==> src/rtl/mem_arbiter.sv <==
// -----------------------------------------------------------------------------
// mem_arbiter
// Shares one main-memory beat port between the icache (line reads) and the
// dcache (line reads and dirty-line write-backs). Whole cache-line
// transactions are granted round-robin and sequenced as BEATS beats. Read
// beats come back in order and are registered into the owning cache's
// response port.
//
// Ports
//   clk, rst_n                 clock (rising edge), async active-low reset
//   ic_req_*_i / ic_req_*_o    icache line-read request / grant pulse
//   ic_rsp_*_o                 icache read beats (registered)
//   dc_req_*_i / dc_req_*_o    dcache line request (rtype 0 rd, 1 wr) / grant
//   dc_wdata_i/dc_wdata_ready_o  current write beat / beat accepted by memory
//   dc_rsp_*_o                 dcache read beats (registered)
//   dc_wr_done_o               write-back complete pulse (registered)
//   mem_req_*_o / mem_req_ready_i  memory beat request channel
//   mem_rsp_*_i                in-order memory read beats
// -----------------------------------------------------------------------------
module mem_arbiter #(
    parameter int AW    = 12,
    parameter int DW    = 128,
    parameter int BEATS = 4
) (
    input  logic          clk,
    input  logic          rst_n,
    // icache
    input  logic          ic_req_valid_i,
    output logic          ic_req_ready_o,
    input  logic [AW-3:0] ic_req_addr_i,
    output logic          ic_rsp_valid_o,
    output logic [DW-1:0] ic_rsp_data_o,
    output logic          ic_rsp_last_o,
    // dcache
    input  logic          dc_req_valid_i,
    output logic          dc_req_ready_o,
    input  logic [AW-3:0] dc_req_addr_i,
    input  logic          dc_req_rtype_i,
    input  logic [DW-1:0] dc_wdata_i,
    output logic          dc_wdata_ready_o,
    output logic          dc_rsp_valid_o,
    output logic [DW-1:0] dc_rsp_data_o,
    output logic          dc_rsp_last_o,
    output logic          dc_wr_done_o,
    // main memory
    output logic          mem_req_valid_o,
    input  logic          mem_req_ready_i,
    output logic [AW-1:0] mem_req_addr_o,
    output logic          mem_req_we_o,
    output logic [DW-1:0] mem_req_wdata_o,
    input  logic          mem_rsp_valid_i,
    input  logic [DW-1:0] mem_rsp_data_i
);

    localparam int BW = $clog2(BEATS);
    localparam int CW = BW + 1;
    localparam int LW = AW - 2;

    localparam logic [CW-1:0] CNT_ZERO = CW'(0);
    localparam logic [CW-1:0] CNT_ONE  = CW'(1);
    localparam logic [CW-1:0] CNT_LAST = CW'(BEATS - 1);
    localparam logic [CW-1:0] CNT_FULL = CW'(BEATS);

    typedef enum logic [1:0] {
        ST_IDLE = 2'd0,
        ST_RD   = 2'd1,
        ST_WR   = 2'd2
    } state_e;

    typedef enum logic {
        OWN_IC = 1'b0,
        OWN_DC = 1'b1
    } owner_e;

    state_e        state_q, state_d;
    owner_e        owner_q, owner_d;
    owner_e        last_grant_q, last_grant_d;
    logic [LW-1:0] line_addr_q, line_addr_d;
    logic [CW-1:0] iss_cnt_q, iss_cnt_d;
    logic [CW-1:0] rsp_cnt_q, rsp_cnt_d;

    logic          ic_rsp_valid_q, ic_rsp_valid_d;
    logic [DW-1:0] ic_rsp_data_q,  ic_rsp_data_d;
    logic          ic_rsp_last_q,  ic_rsp_last_d;
    logic          dc_rsp_valid_q, dc_rsp_valid_d;
    logic [DW-1:0] dc_rsp_data_q,  dc_rsp_data_d;
    logic          dc_rsp_last_q,  dc_rsp_last_d;
    logic          dc_wr_done_q,   dc_wr_done_d;

    logic          ic_gnt_s;
    logic          dc_gnt_s;
    logic          mem_req_valid_s;
    logic          beat_acc_s;
    logic          rsp_final_s;

    // Beat issue qualifiers: a beat is outstanding while the line is not fully issued.
    always_comb begin
        mem_req_valid_s = ((state_q == ST_RD) || (state_q == ST_WR)) && (iss_cnt_q < CNT_FULL);
        beat_acc_s      = mem_req_valid_s && mem_req_ready_i;
        rsp_final_s     = (rsp_cnt_q == CNT_LAST);
    end

    // Round-robin grant, IDLE only; gated by rst_n so no grant is shown during reset.
    always_comb begin
        ic_gnt_s = 1'b0;
        dc_gnt_s = 1'b0;
        if ((state_q == ST_IDLE) && rst_n) begin
            if (ic_req_valid_i && dc_req_valid_i) begin
                // Tie: the requester that did not win last time goes first.
                if (last_grant_q == OWN_IC) begin
                    dc_gnt_s = 1'b1;
                end else begin
                    ic_gnt_s = 1'b1;
                end
            end else begin
                ic_gnt_s = ic_req_valid_i;
                dc_gnt_s = dc_req_valid_i;
            end
        end else begin
            ic_gnt_s = 1'b0;
            dc_gnt_s = 1'b0;
        end
    end

    // Next-state, counters and registered response/done outputs.
    always_comb begin
        state_d        = state_q;
        owner_d        = owner_q;
        last_grant_d   = last_grant_q;
        line_addr_d    = line_addr_q;
        iss_cnt_d      = iss_cnt_q;
        rsp_cnt_d      = rsp_cnt_q;
        ic_rsp_valid_d = 1'b0;
        ic_rsp_last_d  = 1'b0;
        ic_rsp_data_d  = ic_rsp_data_q;
        dc_rsp_valid_d = 1'b0;
        dc_rsp_last_d  = 1'b0;
        dc_rsp_data_d  = dc_rsp_data_q;
        dc_wr_done_d   = 1'b0;

        case (state_q)
            ST_IDLE: begin
                // Counters restart for every transaction; stray responses are dropped here.
                iss_cnt_d = CNT_ZERO;
                rsp_cnt_d = CNT_ZERO;
                if (ic_gnt_s) begin
                    state_d      = ST_RD;
                    owner_d      = OWN_IC;
                    last_grant_d = OWN_IC;
                    line_addr_d  = ic_req_addr_i;
                end else if (dc_gnt_s) begin
                    state_d      = dc_req_rtype_i ? ST_WR : ST_RD;
                    owner_d      = OWN_DC;
                    last_grant_d = OWN_DC;
                    line_addr_d  = dc_req_addr_i;
                end else begin
                    state_d = ST_IDLE;
                end
            end

            ST_RD: begin
                iss_cnt_d = beat_acc_s ? (iss_cnt_q + CNT_ONE) : iss_cnt_q;
                if (mem_rsp_valid_i) begin
                    rsp_cnt_d = rsp_cnt_q + CNT_ONE;
                    if (owner_q == OWN_IC) begin
                        ic_rsp_valid_d = 1'b1;
                        ic_rsp_data_d  = mem_rsp_data_i;
                        ic_rsp_last_d  = rsp_final_s;
                    end else begin
                        dc_rsp_valid_d = 1'b1;
                        dc_rsp_data_d  = mem_rsp_data_i;
                        dc_rsp_last_d  = rsp_final_s;
                    end
                    state_d = rsp_final_s ? ST_IDLE : ST_RD;
                end else begin
                    rsp_cnt_d = rsp_cnt_q;
                end
            end

            ST_WR: begin
                if (beat_acc_s) begin
                    iss_cnt_d = iss_cnt_q + CNT_ONE;
                    if (iss_cnt_q == CNT_LAST) begin
                        state_d      = ST_IDLE;
                        dc_wr_done_d = 1'b1;
                    end else begin
                        state_d = ST_WR;
                    end
                end else begin
                    iss_cnt_d = iss_cnt_q;
                end
            end

            default: begin
                state_d = ST_IDLE;
            end
        endcase
    end

    // State, capture and output registers.
    always_ff @(posedge clk or negedge rst_n) begin
        if (!rst_n) begin
            state_q        <= ST_IDLE;
            owner_q        <= OWN_IC;
            last_grant_q   <= OWN_IC;
            line_addr_q    <= {LW{1'b0}};
            iss_cnt_q      <= CNT_ZERO;
            rsp_cnt_q      <= CNT_ZERO;
            ic_rsp_valid_q <= 1'b0;
            ic_rsp_data_q  <= {DW{1'b0}};
            ic_rsp_last_q  <= 1'b0;
            dc_rsp_valid_q <= 1'b0;
            dc_rsp_data_q  <= {DW{1'b0}};
            dc_rsp_last_q  <= 1'b0;
            dc_wr_done_q   <= 1'b0;
        end else begin
            state_q        <= state_d;
            owner_q        <= owner_d;
            last_grant_q   <= last_grant_d;
            line_addr_q    <= line_addr_d;
            iss_cnt_q      <= iss_cnt_d;
            rsp_cnt_q      <= rsp_cnt_d;
            ic_rsp_valid_q <= ic_rsp_valid_d;
            ic_rsp_data_q  <= ic_rsp_data_d;
            ic_rsp_last_q  <= ic_rsp_last_d;
            dc_rsp_valid_q <= dc_rsp_valid_d;
            dc_rsp_data_q  <= dc_rsp_data_d;
            dc_rsp_last_q  <= dc_rsp_last_d;
            dc_wr_done_q   <= dc_wr_done_d;
        end
    end

    // Beat address is the line address with the beat index appended (no carry into the line).
    assign mem_req_addr_o   = AW'({line_addr_q, iss_cnt_q[BW-1:0]});
    assign mem_req_valid_o  = mem_req_valid_s;
    assign mem_req_we_o     = (state_q == ST_WR);
    assign mem_req_wdata_o  = dc_wdata_i;
    assign dc_wdata_ready_o = beat_acc_s && (state_q == ST_WR);

    assign ic_req_ready_o   = ic_gnt_s;
    assign dc_req_ready_o   = dc_gnt_s;
    assign ic_rsp_valid_o   = ic_rsp_valid_q;
    assign ic_rsp_data_o    = ic_rsp_data_q;
    assign ic_rsp_last_o    = ic_rsp_last_q;
    assign dc_rsp_valid_o   = dc_rsp_valid_q;
    assign dc_rsp_data_o    = dc_rsp_data_q;
    assign dc_rsp_last_o    = dc_rsp_last_q;
    assign dc_wr_done_o     = dc_wr_done_q;

endmodule

==> config.mk <==
export PLATFORM = sky130hd
export DESIGN_NAME = mem_arbiter
export DESIGN_NICKNAME = d
export VERILOG_FILES = /design/src/rtl/mem_arbiter.sv
export SDC_FILE = /design/constraint.sdc
export NUM_CORES = 1
export LEC_CHECK = 0
export CORE_AREA = 2 2 266 268
export DETAILED_ROUTE_END_ITERATION = 8
export DIE_AREA = 0 0 268 270
export SLEW_MARGIN = 20
export SYNTH_ARGS = -nofsm -noshare
export SYNTH_HDL_FRONTEND = slang
export SYNTH_SLANG_ARGS = --single-unit
==> constraint.sdc <==
create_clock -name clk -period 2 [get_ports clk]
set_input_delay 0.2 -clock clk [delete_from_list [all_inputs] [get_ports clk]]
set_output_delay 0.2 -clock clk [all_outputs]
set_load 0.005 [all_outputs]
==> results of run 1 <==
## registers in the layout (all words and copies together) (netlist names)
| register | flops |
|---|---|
| ic_rsp_last_o | 1 |
| ic_rsp_data_o | 128 |
| dc_rsp_valid_o | 1 |
| dc_rsp_data_o | 128 |
| line_addr_q | 10 |
| rsp_cnt_q | 3 |
| state_q | 2 |
| ic_rsp_valid_o | 1 |
| iss_cnt_q | 3 |
| dc_wr_done_o | 1 |
| last_grant_q | 1 |
| dc_rsp_last_o | 1 |
## layer usage
layer,GRT usage,vias up
met1,0.1024,4188
li1,-,3982
met2,0.1685,348
met5,0,-
met3,0.04686,77
met4,0.04058,2
## final timing paths
kind / endpoint / slack [ns] / cells after the start
min reg2reg: dc_rsp_data_o[15]$_DFFE_PN0P_ / 0.47 / 2
max reg2reg: ic_rsp_data_o[106]$_DFFE_PN0P_ / 0.14 / 6
min in group clk: dc_rsp_data_o[46]$_DFFE_PN0P_ / 0.21 / 3
max: dc_req_ready_o / 0.12 / 5
min: dc_wr_done_o$_DFF_PN0_ / 0.14 / 2
max in group asynchronous: dc_rsp_data_o[107]$_DFFE_PN0P_ / 0.75 / 3
## cell families after synthesis
kind of cell	after synthesis
adders and majority gates	8
and+or+nand+nor	432
buffers and inverters	189
xor gates and xnor gates	1
muxes	129
AOI/OAI and AO/OA	37
DFF	280
## synthesized netlist by cell type, types with 2 or more instances
cell / number
a21oi_1: 3
mux2_4: 19
nor2_1: 16
o22ai_1: 2
a22o_1: 2
ha_1: 8
clkbuf_1: 18
mux2_2: 110
buf_12: 3
nand2_1: 389
a31oi_1: 10
nor2b_1: 3
buf_4: 134
dfrtp_1: 280
inv_1: 8
nand2b_1: 4
o21ai_0: 15
buf_2: 22
and3_1: 2
buf_1: 2
nand3_1: 15
## layout make-up
class	instances	area (um2)	share of cell area
timing repair buffer	469	4708	0.2650
antenna	1	2.502	0.0001408
clock inverter	17	206.4	0.01162
clock buffer	48	1030	0.05795
sequential	280	7007	0.3943
tap	940	1176	0.06619
inverter	9	41.29	0.002324
multi-input combinational	607	3597	0.2025
## per-stage QoR
step	worst slack, ns	hold slack [ns]	util
after detailed placement	0.08781	0.01320	0.2365
after CTS	-0.03176	0.1430	0.2549
final	0.1201	0.1366	0.2555
after floorplan	0.1392	-0.09559	-
after global placement	0.1166	0.01382	0.2365
after global routing	0.01624	0.1388	0.2555
## what timing repair did
| item | CTS | global route |
|---|---|---|
| endpoints found under the hold margin | 280 | 0 |
| hold buffers | 1 | 0 |
| buffers inserted | 3 | 2 |
| pin swaps | 1 | 2 |
| gates resized for setup | 17 | 6 |
| endpoints found under the setup margin | 5 | 3 |
## power by group
group / total, mW / switching, mW / internal, mW
Sequential: 9.88 / 1.50 / 8.38
Clock: 6.73 / 2.56 / 4.17
Combinational: 11.6 / 4.31 / 7.24
==> out/qor.txt, run 1 <==
=====================================================================================
Avg Vias per Cell                                                               3.626
Maximum clock frequency                                                     531.9 MHz
Outcome                                                                  finished, final reports clean
Routed wire length on met2                                                   17760 um
Max Slew Vio Count                                                                  0
Adder-cell share of the synthesized area                                     0.008451
Global placement routability congestion                                        0.7655
Most area-consuming cells after synthesis                                dfrtp_1, nand2_1, mux2_2, buf_4, mux2_4
Most common library cell in the layout ignoring fill and taps            clkdlybuf4s50_1
Final layout net count                                                           1695
Final count of negative-setup-slack endpoints                                       0
Unique cell type count in the Yosys netlist                                        32
Post-synth design cell area                                                 11840 um2
Vias in the first global route                                                   9234
Setup repair after global routing missed its margin                             false
Buffers on Ports                                                                  432
CP Data Required Time                                                         1.80 ns
Detailed placer's ending HPWL                                                26300 um
Power per cell area                                                       1585 nW/um2
Crit path capture type                                                   primary output
Top_reg_cell synth                                                            dfrtp_1
Yosys Warn Count                                                                    0
Cell with the largest stage delay on the worst path                           dfrtp_1
Total negative slack                                                             0 ns
Critical path data arrival time                                               1.68 ns
Cell area after placement                                                   16450 um2
Cell family with most CP delay                                             flip-flops
Cell chain of the critical path                                          inv_2 -> ha_4 -> nand3_1 -> a21oi_2 -> dlygate4sd2_1
Mux share of post-synthesis cell area                                          0.1287
Cell accounting for the most synthesized area                                 dfrtp_1
Sort of element at the start of the critical path                                flop
Slew at the pin with the worst max-slew slack                               0.9615 ns
Area overhead of the layout relative to synthesis                              50.02%
Total Routed Length                                                          36490 um
Buf/Inv on CP                                                                       2
Initial antenna violation count                                                     2
Post-Place Cells                                                                 2299
Launching instance or port of the critical path                          state_q[1]$_DFFE_PN0P_
Grt total ovfl                                                                      0
Final hold vios                                                                     0
# Max-Cap Violations                                                                0
CTS clock-pin slew for the worst setup and hold paths                         0.05 ns
H-tree levels                                                                       2
Critical path type                                                       flop to primary output
Post-Layout Inst Area                                                       17770 um2
GR Util All Layers                                                            0.09829
Max Clock Skew                                                             0.01707 ns
Initial DRC count                                                                 288
Topmost layer with routed signal wires                                           met5
Sequential cell area fraction in the yosys report                              0.5916
TritonCTS clock tree                                                             done
Normalized max-slew margin                                                     0.3590
Fraction of synthesis flops using an asynchronous set or reset pin              1.000
Share of the synthesized area in the top cell type                             0.5916
Reported leakage power                                                       7.858 nW
Stage delay of the slowest cell on the critical path                          0.38 ns
Synthesized netlist cell count                                                   1076
Path type of the worst min-delay path                                    primary input to asynchronous set/reset pin
Total power after layout                                                     28.16 mW
Syn Nets                                                                         1367
Largest family of logic cells by synthesized area                        simple AND/OR/NAND/NOR gates
Commonest cells after routing, fill and taps aside                       clkdlybuf4s50_1, nand2_1, dfrtp_1
Met3 wire len                                                                 3893 um
Filler cell count in the final layout                                            7306
Number of vias in the routed layout                                              8597
Sink count of the clock tree                                                      280
Chip Width                                                                     268 um
CTS Root Cell                                                               clkbuf_16
Post-route non-filler standard cell count                                        2371
Die outline area                                                            72360 um2
Core Rows                                                                          97
Fraction of the mapped netlist area in compound gates                         0.01954
Clock insertion delay at the later pin of the skew report                     0.53 ns
Routed length on met1                                                        13650 um
Part of the cycle the worst path needs                                         0.9399
Post-synth EDFFs                                                                    0
Global-route wire length before repair                                       55140 um
Routed wire length per instance                                              15.39 um
Area of the core region                                                     69540 um2
Average instance area after synthesis                                       11.01 um2
Initial Util                                                                   0.1703
Largest net degree at the start of global routing                                 151
Bufs on Longest Clock Path                                                          3
Number of detailed-route iterations in the first pass                               4
Worst reg2reg path startpoint                                            state_q[0]$_DFFE_PN0P_
Clock period minus final worst setup slack                                   1.880 ns
Share of post-route cells with drive strength above 1                          0.1678
Top Ports                                                                         689
Number of nets with antenna violations after routing                                0
DRC                                                                                 0
Height of the die                                                              270 um
Post-synthesis share of cell area spent on and, or, nand and nor gates         0.1411
Maximum vdd ir drop                                                         0.7451 mV
Maximum net fanout on the critical path                                             3
Number of buffers created by CTS                                                   37
Synthesized flop and latch total                                                  280
Xor and xnor fraction of the mapped netlist area                            0.0007395
=====================================================================================
Power figures use the tool's default switching activity.
==> run 2: changes to the inputs <==
- DONT_BUFFER_PORTS: not set -> 1
==> run 2 against run 1 <==
Net effect:
- the flow now finishes with violations (hold timing)
- clock skew is 0.0040 ns higher
- register-to-register slack better by 0.03 ns
- via count is 10% lower
- fmax is 0.13% lower
- critical path depth stayed put
- worst hold slack worse by 0.81 ns
- utilization is 4.3 points lower
==> out/qor.txt, run 2 (same netlist as run 1, synthesis figures left out) <==
============================================================================
Outcome                                                         complete, but fails checks
Violated checks                                                  hold timing
Max Clock Skew                                                    0.02112 ns   +0.004050 ns
Initial antenna violation count                                            1   -1
Maximum vdd ir drop                                                0.7789 mV   +4.5%
Final layout net count                                                  1402   -17%
Stage delay of the slowest cell on the critical path                 0.41 ns   +0.03 ns
Final count of negative-setup-slack endpoints                              0   unchanged
Number of nets with antenna violations after routing                       0   unchanged
CTS clock-pin slew for the worst setup and hold paths                0.06 ns   about the same
# Max-Cap Violations                                                       0   unchanged
DP Worst Slack                                                     0.1872 ns   +0.09937 ns
Die outline area                                                   72360 um2   unchanged
Initial Util                                                          0.1703   unchanged
CP Data Required Time                                                1.80 ns   about the same
Max Slew Vio Count                                                         0   unchanged
Cell area after placement                                          12110 um2   -26%
Part of the cycle the worst path needs                                0.9412   +0.001244
Commonest cells after routing, fill and taps aside              nand2_1, dfrtp_1, dlygate4sd3_1
Slew at the pin with the worst max-slew slack                      0.6603 ns   -0.3012 ns
Number of detailed-route iterations in the first pass                      5   +1
Sort of element at the start of the critical path                       flop
Cell with the largest stage delay on the worst path                  dfrtp_1
Routed wire length per instance                                     15.96 um   +3.7%
TritonCTS clock tree                                                    done
Worst reg2reg path startpoint                                   state_q[1]$_DFFE_PN0P_
Sink count of the clock tree                                             280   unchanged
Initial DRC count                                                        433   +50%
Crit path capture type                                          primary output
Final hold vios                                                          280   +280
End-of-flow core utilization                                          0.2125   -0.04300
Chip Width                                                            268 um   unchanged
Share of post-route cells with drive strength above 1                 0.2000   +0.03217
Grt total ovfl                                                             0   unchanged
Global placement routability congestion                               0.7762   +1.4%
Clock insertion delay at the later pin of the skew report            0.58 ns   +0.05 ns
Ant diodes                                                                 0   -1
Count of hold buffers inserted by post-cts repair                        154   +153
Core Rows                                                                 97   unchanged
Largest net degree at the start of global routing                        285   +89%
Maximum net fanout on the critical path                                    4   +1
Number of vias in the routed layout                                     7710   -10%
Setup repair after global routing missed its margin                    false
Clock period minus final worst setup slack                          1.882 ns   +0.002488 ns
CTS Root Cell                                                      clkbuf_16
Post-Layout Inst Area                                              14780 um2   -17%
Critical path type                                              flop to primary output
Critical path data arrival time                                      1.68 ns   about the same
Area overhead of the layout relative to synthesis                     24.77%
DRC                                                                        0   unchanged
Most common library cell in the layout ignoring fill and taps        nand2_1
Reported leakage power                                              6.705 nW   -15%
Buffers on Ports                                                           0   -100%
Avg Vias per Cell                                                      3.716   +2.5%
Path type of the worst min-delay path                           primary input to asynchronous set/reset pin
H-tree levels                                                              1   -1
Total negative slack                                                    0 ns   unchanged
Detailed placer's ending HPWL                                       22820 um   -13%
Number of buffers created by CTS                                          31   -16%
Power per cell area                                              1510 nW/um2   -4.7%
Height of the die                                                     270 um   unchanged
Global-route wire length before repair                              49090 um   -11%
Area of the core region                                            69540 um2   unchanged
Vias in the first global route                                          8287   -10%
Cell chain of the critical path                                 inv_2 -> ha_4 -> buf_4 -> nand3_2 -> a21oi_4
Normalized max-slew margin                                            0.5598   +0.2008
Total Routed Length                                                 33130 um   -9.2%
Post-Route Hold Slack                                             -0.6699 ns   -0.8065 ns
Launching instance or port of the critical path                 state_q[1]$_DFFE_PN0P_
GR Util All Layers                                                   0.08610   -0.01219
Bufs on Longest Clock Path                                                 3   unchanged
Post-layout worst setup margin                                     0.1176 ns   -0.002488 ns
Maximum clock frequency                                            531.2 MHz   -0.13%
Top Ports                                                                689   unchanged
============================================================================
## run 2: changes by cell type in the layout (fill, tap and decap cells not counted), sizes merged
cell / previous run / this run
clkinvlp: 0 / 1
dlygate4sd3: 1 / 154
clkdlybuf4s50: 426 / 0
diode: 1 / 0
clkinv: 10 / 7
buf: 39 / 28
clkbuf: 48 / 42
dlygate4sd2: 3 / 0
## run 2: path summary, 6_finish.rpt
check / cells after the start / endpoint / slack [ns]
min in group clk: 3 / state_q[1]$_DFFE_PN0P_ / 0.09
max in group asynchronous: 0 / ic_rsp_data_o[112]$_DFFE_PN0P_ / 2.12
setup / recovery: 5 / dc_req_ready_o / 0.12
setup reg to reg: 7 / dc_rsp_data_o[87]$_DFFE_PN0P_ / 0.17
hold reg to reg: 2 / dc_rsp_data_o[73]$_DFFE_PN0P_ / 0.51
hold / removal: 0 / ic_rsp_data_o[19]$_DFFE_PN0P_ / -0.67
## run 2: timing repair
action	4_1_cts	5_1_grt
gates resized for setup	7	6
endpoints found under the hold margin	556	280
buffers inserted	0	0
setup endpoints to repair	4	4
pin swaps	1	0
## run 2: metal layers
layer	share of wire	global-route usage
met5	0.00048	0
met4	0.040	0.04058
met2	0.49	0.1506
met1	0.36	0.08867
met3	0.11	0.03556
## run 2: worst max-delay path: cells and delay by family (launching register included)
| family | cells | cell delay, ns |
|---|---|---|
| flops | 1 | 0.41 |
| buf+inv | 2 | 0.23 |
| compound gates | 1 | 0.18 |
| fa+ha+maj | 1 | 0.16 |
| simple gates | 1 | 0.12 |
## run 2: stage by stage
stage	total power, mW	instances	hold WS [ns]
floorplan	14.24	1076	-0.09559
global placement	15.75	1864	-0.08912
detailed placement	16.10	1864	-0.09071
CTS	22.65	2075	-0.7452
global route	23.80	2075	-0.7056
finish	22.32	2075	-0.6699
## run 2: final cells by class
type | count | area, um2
clock buffers | 42 | 887.1
clock inverters | 15 | 192.7
fillers | 7392 | 54770
inverters | 9 | 41.29
multi-input cells | 607 | 3597
flip-flops and latches | 280 | 7007
well taps | 940 | 1176
repair buffers | 182 | 1877
## run 2: power by group
part           total, mW  internal [mW]  switching [mW]  leakage, nW
logic               5.46           2.89            2.57         2.75
registers           10.9           8.39            2.48         3.42
clock network       5.99           3.62            2.38        0.535
